### src/rtl/led_pattern_gen.sv
// led_pattern_gen: LED pattern sequencer with run control, a step prescaler
// and four display modes (fill/drain, bounce, chase, blink). A phase counter
// walks 0..2N-1; the LED image is a pure function of (MODE, phase) and is
// registered on the same edge as the phase it shows.
module led_pattern_gen #(
    parameter int N_LED = 8,
    parameter int DIV_W = 4
) (
    input  logic             CLK,
    input  logic             RST_N,
    input  logic             START,
    input  logic             STOP,
    input  logic             CLEAR,
    input  logic [1:0]       MODE,
    input  logic [DIV_W-1:0] DIV,
    output logic [N_LED-1:0] O,
    output logic             STEP,
    output logic             WRAP,
    output logic             RUNNING
);

    localparam int             P_W    = $clog2(2 * N_LED);
    localparam logic [P_W-1:0] P_LAST = P_W'(2 * N_LED - 1);

    localparam logic [N_LED-1:0] ONE_HOT0 = N_LED'(1);
    localparam logic [N_LED-1:0] ALL_ON   = '1;

    logic             run;
    logic [DIV_W-1:0] cnt;
    logic [P_W-1:0]   phase;

    logic             run_next;
    logic [DIV_W-1:0] cnt_next;
    logic [P_W-1:0]   phase_next;
    logic             step_now;
    logic             wrap_now;

    // LED image for a given mode and phase. Bit N_LED-1 is the top LED.
    // Built from shifts only so no variable bit-select is needed.
    function automatic logic [N_LED-1:0] pattern(input logic [1:0] mode,
                                                 input logic [P_W-1:0] ph);
        logic [N_LED-1:0] pat;
        int p;
        int k;
        int lit;
        p   = int'(ph);
        k   = (p >= N_LED) ? (p - N_LED) : p;
        pat = '0;
        case (mode)
            2'd0: begin
                // Fill grows from the top, then drains back toward the top.
                lit = (p < N_LED) ? (p + 1) : (N_LED - k);
                pat = ~(ALL_ON >> lit);
            end
            2'd1: begin
                // Walk down in the first half, back up in the second half;
                // the end LEDs appear on two consecutive phases.
                pat = (p < N_LED) ? (ONE_HOT0 << (N_LED - 1 - p))
                                  : (ONE_HOT0 << k);
            end
            2'd2: pat = ONE_HOT0 << (N_LED - 1 - k);
            default: pat = ph[0] ? '0 : ALL_ON;
        endcase
        return pat;
    endfunction

    // Next-state: run flag, prescaler and phase. CLEAR beats stepping; STOP
    // suppresses a step on the very edge it is sampled.
    always_comb begin
        run_next   = STOP ? 1'b0 : (START ? 1'b1 : run);
        cnt_next   = cnt;
        phase_next = phase;
        step_now   = 1'b0;
        wrap_now   = 1'b0;
        if (CLEAR) begin
            cnt_next   = '0;
            phase_next = '0;
        end else if (run && !STOP) begin
            // >= so that lowering DIV below the running count steps at once.
            if (cnt >= DIV) begin
                cnt_next   = '0;
                step_now   = 1'b1;
                wrap_now   = (phase == P_LAST);
                phase_next = wrap_now ? '0 : phase + 1'b1;
            end else begin
                cnt_next = cnt + 1'b1;
            end
        end
    end

    // State and registered outputs; O always shows the phase being written.
    always_ff @(posedge CLK) begin
        if (!RST_N) begin
            run   <= 1'b0;
            cnt   <= '0;
            phase <= '0;
            O     <= '0;
            STEP  <= 1'b0;
            WRAP  <= 1'b0;
        end else begin
            run   <= run_next;
            cnt   <= cnt_next;
            phase <= phase_next;
            O     <= pattern(MODE, phase_next);
            STEP  <= step_now;
            WRAP  <= wrap_now;
        end
    end

    assign RUNNING = run;

endmodule

### config.mk
export PLATFORM = sky130hd
export DESIGN_NAME = led_pattern_gen
export DESIGN_NICKNAME = d
export VERILOG_FILES = /design/src/rtl/led_pattern_gen.sv
export SDC_FILE = /design/constraint.sdc
export NUM_CORES = 1
export LEC_CHECK = 0
export ABC_AREA = 1
export ABC_CLOCK_PERIOD_IN_PS = 2700
export BUFFER_PORTS_ARGS = -buffer_cell sky130_fd_sc_hd__buf_4
export CAP_MARGIN = 20
export CORE_MARGIN = 4
export CORE_UTILIZATION = 45
export CTS_CLUSTER_SIZE = 30
export DETAILED_ROUTE_END_ITERATION = 12
export PLACE_DENSITY_LB_ADDON = 0.25
export SLEW_MARGIN = 20
export SYNTH_ARGS = -nofsm -noshare
export SYNTH_HDL_FRONTEND = slang
export SYNTH_SLANG_ARGS = --single-unit
export TNS_END_PERCENT = 20
### constraint.sdc
create_clock -name CLK -period 2.7 [get_ports CLK]
set_clock_uncertainty 0.2 [all_clocks]
set_input_delay 0.27 -clock CLK [delete_from_list [all_inputs] [get_ports CLK]]
set_output_delay 0.27 -clock CLK [all_outputs]
set_load 0.05 [all_outputs]
### Word-level counts from Yosys, hierarchy flattened

Cells that the tools add are included.

| word-level totals | value |
|---|---|
| bits in latches | 0 |
| memories kept | 0 |
| bits in writable memories | 0 |
| register bits | 19 |
| input port bits | 11 |
| output and inout port bits | 11 |
| logic and storage cells | 45 |
| ROM bits | 0 |

| operators by class | value |
|---|---|
| $mul | 0 |
| eq/ne operators | 3 |
| multiplexer cells | 11 |
| divide/modulo/power cells | 0 |
| bitwise operators | 4 |
| $add $sub $neg | 7 |
| shift operators | 4 |
| $lt $le $gt $ge | 3 |
| reductions and logical operators | 7 |

Operators with widths:

| kind | number |
|---|---|
| << shifter 1 x 32 -> 8 bit (first input constant) | 3 |
| 2-to-1 mux 32 bit | 2 |
| right shift 8 x 32 -> 8 bit (first input constant) | 1 |
| subtractor 4 x 32 -> 32 bit (first input constant) | 1 |
| subtractor 5 x 32 -> 32 bit (first input constant) | 1 |
| one-hot mux 8 bit (3 select lines) | 1 |
| 2-to-1 mux 4 bit | 5 |
| 2-to-1 mux 8 bit | 2 |
| adder 4 x 1 -> 4 bit (second input constant) | 2 |
| inverter 8 bit | 1 |
| adder 4 x 1 -> 5 bit (second input constant) | 1 |
| subtractor 3 x 4 -> 5 bit (first input constant) | 1 |
| subtractor 4 x 4 -> 5 bit (second input constant) | 1 |
| equality test 4 bit (second input constant) | 1 |
| greater-or-equal comparator 4 bit | 1 |
| greater-or-equal comparator 4 bit (second input constant) | 1 |
| < comparator 4 bit (second input constant) | 1 |
| OR reduction 2 bit | 2 |
| OR reduction 4 bit | 1 |
| inverter 1 bit | 3 |
| OR reduction 3 bit | 1 |
| equality test 2 x 1 -> 1 bit (second input constant) | 1 |
| equality test 2 bit (second input constant) | 1 |
| zero test 2 bit | 1 |
| other kinds (3) | 3 |

### Longest topological paths before layout

| depth | value |
|---|---|
| depth in word-level cells | 12 |
| depth in mapped cells | 21 |
| mapped depth without buffers | 21 |

### Worst setup path before layout

OpenSTA, ideal clock, no wires.

| path | value |
|---|---|
| path kind | reg-to-reg |
| from | reg run, in the netlist RUNNING |
| to | reg O[5] |
| arrival time | 2110 ps |
| setup slack | 258 ps |
| required time | 2368 ps |
| cell stages (with the launch flop) | 16 |
| setup time | 132 ps |
| clock period less this slack | 2442 ps |
| path buffers | 1 |
| cells stage by stage | dfxtp_1 inv_1 nor2_8 buf_6 nand3b_1 nand3_2 ha_1 inv_1 nand4_1 nand3_1 nand2_1 nand2_1 nand2_2 nand3_1 nand2_1 a21oi_1 |

| on the way | value |
|---|---|
| word-level cells in the longest chain between the ends | 10 |
| elaborated cells on any way between the ends | 20 |
| those cells by class | add/sub (5); order compare (2); shift (4); mux (7); bitwise (1); reduce/logical (1) |

Ends and longest elaborated chain:

| element | line | text |
|---|---|---|
| from (decl) | 28 | `logic run;` |
| from (signal assigned) | 101 | `run <= run_next;` |
| logical AND 1 bit (*) | 78 | `end else if (run && !STOP) begin` |
| 2-to-1 mux 4 bit (*) | 78 |  |
| 2-to-1 mux 4 bit (*) | 75 | `if (CLEAR) begin` |
| subtractor 4 x 4 -> 5 bit or greater-or-equal comparator 4 bit (tied branches) | 47 | `k = (p >= N_LED) ? (p - N_LED) : p;` |
| 2-to-1 mux 32 bit | 47 |  |
| subtractor 5 x 32 -> 32 bit | 52 | `lit = (p < N_LED) ? (p + 1) : (N_LED - k);` |
| 2-to-1 mux 32 bit | 52 |  |
| right shift 8 x 32 -> 8 bit | 53 | `pat = ~(ALL_ON >> lit);` |
| inverter 8 bit | 53 |  |
| one-hot mux 8 bit (3 select lines) (*) | 49 | `case (mode)` |
| to (signal assigned) | 104 | `O <= pattern(MODE, phase_next);` |
| to (decl) | 16 | `output logic [N_LED-1:0] O,` |

Every way passes the cells marked *; elsewhere a longest branch is shown, timed or not.
A chain may end at the register's enable or synchronous reset.

### Worst setup path after layout

| path | value |
|---|---|
| from | reg cnt[1] |
| to | reg O[7] |

| on the way | value |
|---|---|
| word-level cells in the longest chain between the ends | 11 |
| elaborated cells on any way between the ends | 21 |
| those cells by class | add/sub (5); order compare (3); shift (4); mux (8); bitwise (1) |

Ends and longest elaborated chain:

| element | line | text |
|---|---|---|
| from (decl) | 29 | `logic [DIV_W-1:0] cnt;` |
| from (signal assigned) | 102 | `cnt <= cnt_next;` |
| greater-or-equal comparator 4 bit (*) | 80 | `if (cnt >= DIV) begin` |
| 2-to-1 mux 4 bit (*) | 80 |  |
| 2-to-1 mux 4 bit (*) | 78 |  |
| 2-to-1 mux 4 bit (*) | 75 |  |
| via phase_next[1] | 34 | `logic [P_W-1:0] phase_next;` |
| subtractor 4 x 4 -> 5 bit or greater-or-equal comparator 4 bit (tied branches) | 47 |  |
| 2-to-1 mux 32 bit | 47 |  |
| subtractor 5 x 32 -> 32 bit | 52 |  |
| 2-to-1 mux 32 bit | 52 |  |
| right shift 8 x 32 -> 8 bit | 53 |  |
| inverter 8 bit | 53 |  |
| one-hot mux 8 bit (3 select lines) (*) | 49 |  |

Mark *: on every way through the listed nets, which the timed path passes. The rest lies on a longest branch.

==> results.toml <==
[hold_path]
min_from = "START"
hold-path-endpoint = "RUNNING$_SDFFE_PP0P_"
hold_depth = 3
worst_hold_path_type = "in2reg"

[timing]
hold-worst-slack_ps = 28.3
final_max_slew_viol_count = 0
slew_headroom = 0.688
rsz0062_at_grt = "no"
finalHoldViolations = 0
setup_tns_ps = 0
setup_viol = 0
tightest_slew_ps = 468
max_freq_ghz = 0.404
period_minus_slack_ps = 2480
fin_crit_sh = 0.917

[clock_tree]
cts_tree = "done"
clk_pin_slew_worst_paths_ps = 110
numCtsBuffers = 3
clock-sinks = 19
cts-htree-levels = 1
cts_buffer_depth = 2
cts-root-buf = "clkbuf_4"
insertion_delay_ps = 300

[global_routing]
first_global_vias = 1194
grt_pass1_wl_um = 5090
grt_overflow_total = 0
grt_usage = 0.151
antenna_found_initial = 0
grt_max_degree = 15

[critical_path]
reg2reg_depth = 18
worstSetupPathType = "reg2reg"
crit_top_cell = "nand2_1"
cp_slowest_cell = "dfxtp_2"
arrival_ps = 2450
cpPeakStageDelay_ps = 360
r2r_setup_slack_ps = 220
cp_max_fo = 6
required_ps = 2670
startpoint_type = "flop"
regToRegStartpoint = "cnt[1]$_SDFFE_PP0P_"
r2r_end = "O[7]$_SDFF_PN0_"
endpoint_kind = "flop"
crit_chain = "ha_1 -> nand2_1 -> nand2_1 -> nand2_2 -> nand3_4 -> nand3b_1 -> nand2_1 -> nor2_4 -> ha_1 -> inv_1 -> nand2_1 -> nand3_1 -> nand2_1 -> nand2_1 -> nand2_2 -> nand3_1 -> nand2_1 -> a21oi_1"

[flow_run]
max-cap-violations = 0

[final_layout]
drive_gt1_frac = 0.286
num-fill-cells = 308
regArea_sq_um = 383
stdcell_count = 268
final_common_cell = "nand2_1"
fin_nets = 247
multi_input_area_sq_um = 923
mostFrequentLayoutCells = "nand2_1, buf_4, inv_1, dfxtp_1, nand3_1"
area_delta_synth_final_pct = 20.4
antenna_cells = 0

[route]
postRouteAntennaNets = 0
vias = 1284
wire_per_inst_um = 10.6
via_per_inst = 4.79
dr.first_iter.drc_count = 71
wl_um = 2840
drc_errors = 0
firstDrtPassIters = 4

[outcome]
outcome = "completed"

[floorplanning]
die_y_um = 64.0
core-area_sq_um = 3030
dieArea_sq_um = 4090
num_io_pins = 22
chipWidth_um = 64.0
fp-row-count = 20
start_util = 0.466

[placement]
portBuffers = 21
place_congestion = 0.817
place_inst = 261
dp_hpwl_um = 2220

[pwr]
seqPwrFrac = 0.532
p_int_mw = 0.383
clkPwrFrac = 0.262
swShare = 0.298
power_frac_comb = 0.206
ir_worst_vdd_mv = 0.114
pwr_density_cell_nw_per_um2 = 321
p_leak_nw = 0.853
p_sw_mw = 0.163

[yosys]
syn_nets = 218
syn_area_sq_um = 1410
synth-seq-cells = 19
synth_warnings = 0
synthCells = 196
synth_cell_type_count = 29
synth_seq_area_share = 0.270
syn_avg_cell_area_sq_um = 7.19
registers in the layout, indices dropped and copies added, names as in the netlist:
| register | count |
|---|---|
| STEP | 1 |
| O | 8 |
| phase | 4 |
| RUNNING | 1 |
| WRAP | 1 |
| cnt | 4 |
kinds of logic after synthesis:
kind of cell             after synthesis  synth area share
AND/OR/NAND/NOR                      118             0.470
buffers and inverters                 31            0.0896
flip-flops                            19             0.270
AO/OA/AOI/OAI                         15            0.0603
adder cells (fa/ha/maj)               11            0.0976
XOR/XNOR                               2            0.0124
layer usage:
| layer | global-route usage | part of all wire | vias to the layer above |
|---|---|---|---|
| met5 | 0 | 0 | - |
| met4 | 0.0458 | 0.0092 | 0 |
| met3 | 0.0316 | 0.047 | 5 |
| met2 | 0.221 | 0.42 | 28 |
| met1 | 0.219 | 0.52 | 563 |
| li1 | - | - | 688 |
per-stage QoR:
step	worst slack (ps)	util	area (sq um)	power, mW
detailed placement	122	0.536	1620	0.404
global placement	163	0.536	1620	0.404
floorplan	258	-	1410	0.370
global route	2.85	0.561	1700	0.581
finish	223	0.561	1700	0.546
CTS	149	0.548	1660	0.544
final cells by class:
type	instances	share of cell area
clock buffers	3	0.0133
clock inverters	1	0.00295
inverters	29	0.0656
multi-input cells	146	0.544
flip-flops and latches	19	0.225
well taps	44	0.0324
repair buffers	26	0.116
cell usage after synthesis (all sizes together):
cell type	count	area share
nand3b	1	0.0053
clkbuf	1	0.0027
o21bai	1	0.0053
buf	1	0.0080
clkinv	2	0.0053
nand4	8	0.044
nand2	62	0.20
nor2	21	0.089
inv	27	0.074
ha	11	0.098
a21oi	11	0.042
xor2	2	0.012
o21ai	3	0.013
nand3	24	0.13
dfxtp	19	0.27
nor3	2	0.0071
critical path, delay by kind of cell (launching register included):
kind / cells / cell delay [ps]
and+or+nand+nor: 14 / 1230
AOI/OAI and AO/OA: 1 / 60
DFF: 1 / 360
adders and majority gates: 2 / 470
buffers and inverters: 1 / 40
worst max path at each step:
stage	cells past startpoint	start	end
CTS	17	cnt[0]$_SDFFE_PP0P_	O[7]$_SDFF_PN0_
global placement	18	DIV[3]	O[7]$_SDFF_PN0_
finish	18	cnt[1]$_SDFFE_PP0P_	O[7]$_SDFF_PN0_
global route	18	cnt[1]$_SDFFE_PP0P_	O[7]$_SDFF_PN0_
detailed placement	17	DIV[3]	O[7]$_SDFF_PN0_
floorplan	15	RUNNING$_SDFFE_PP0P_	O[5]$_SDFF_PN0_
power by group through the flow:
stage          clock, mW  combinational [mW]  sequential, mW
6_report           0.143               0.113           0.290
3_3_place_gp           0               0.107           0.296
2_1_floorplan          0              0.0508           0.320
4_1_cts            0.145               0.109           0.290
3_5_place_dp           0               0.108           0.296
5_1_grt            0.166               0.123           0.292
timing repair:
action	in CTS	in global routing
hold buffers	1	0
hold endpoints to repair	1	0
resized for setup	0	5
buffers inserted	0	2
endpoints found under the setup margin	0	6
No activity file was read; power rests on OpenSTA's default activity.
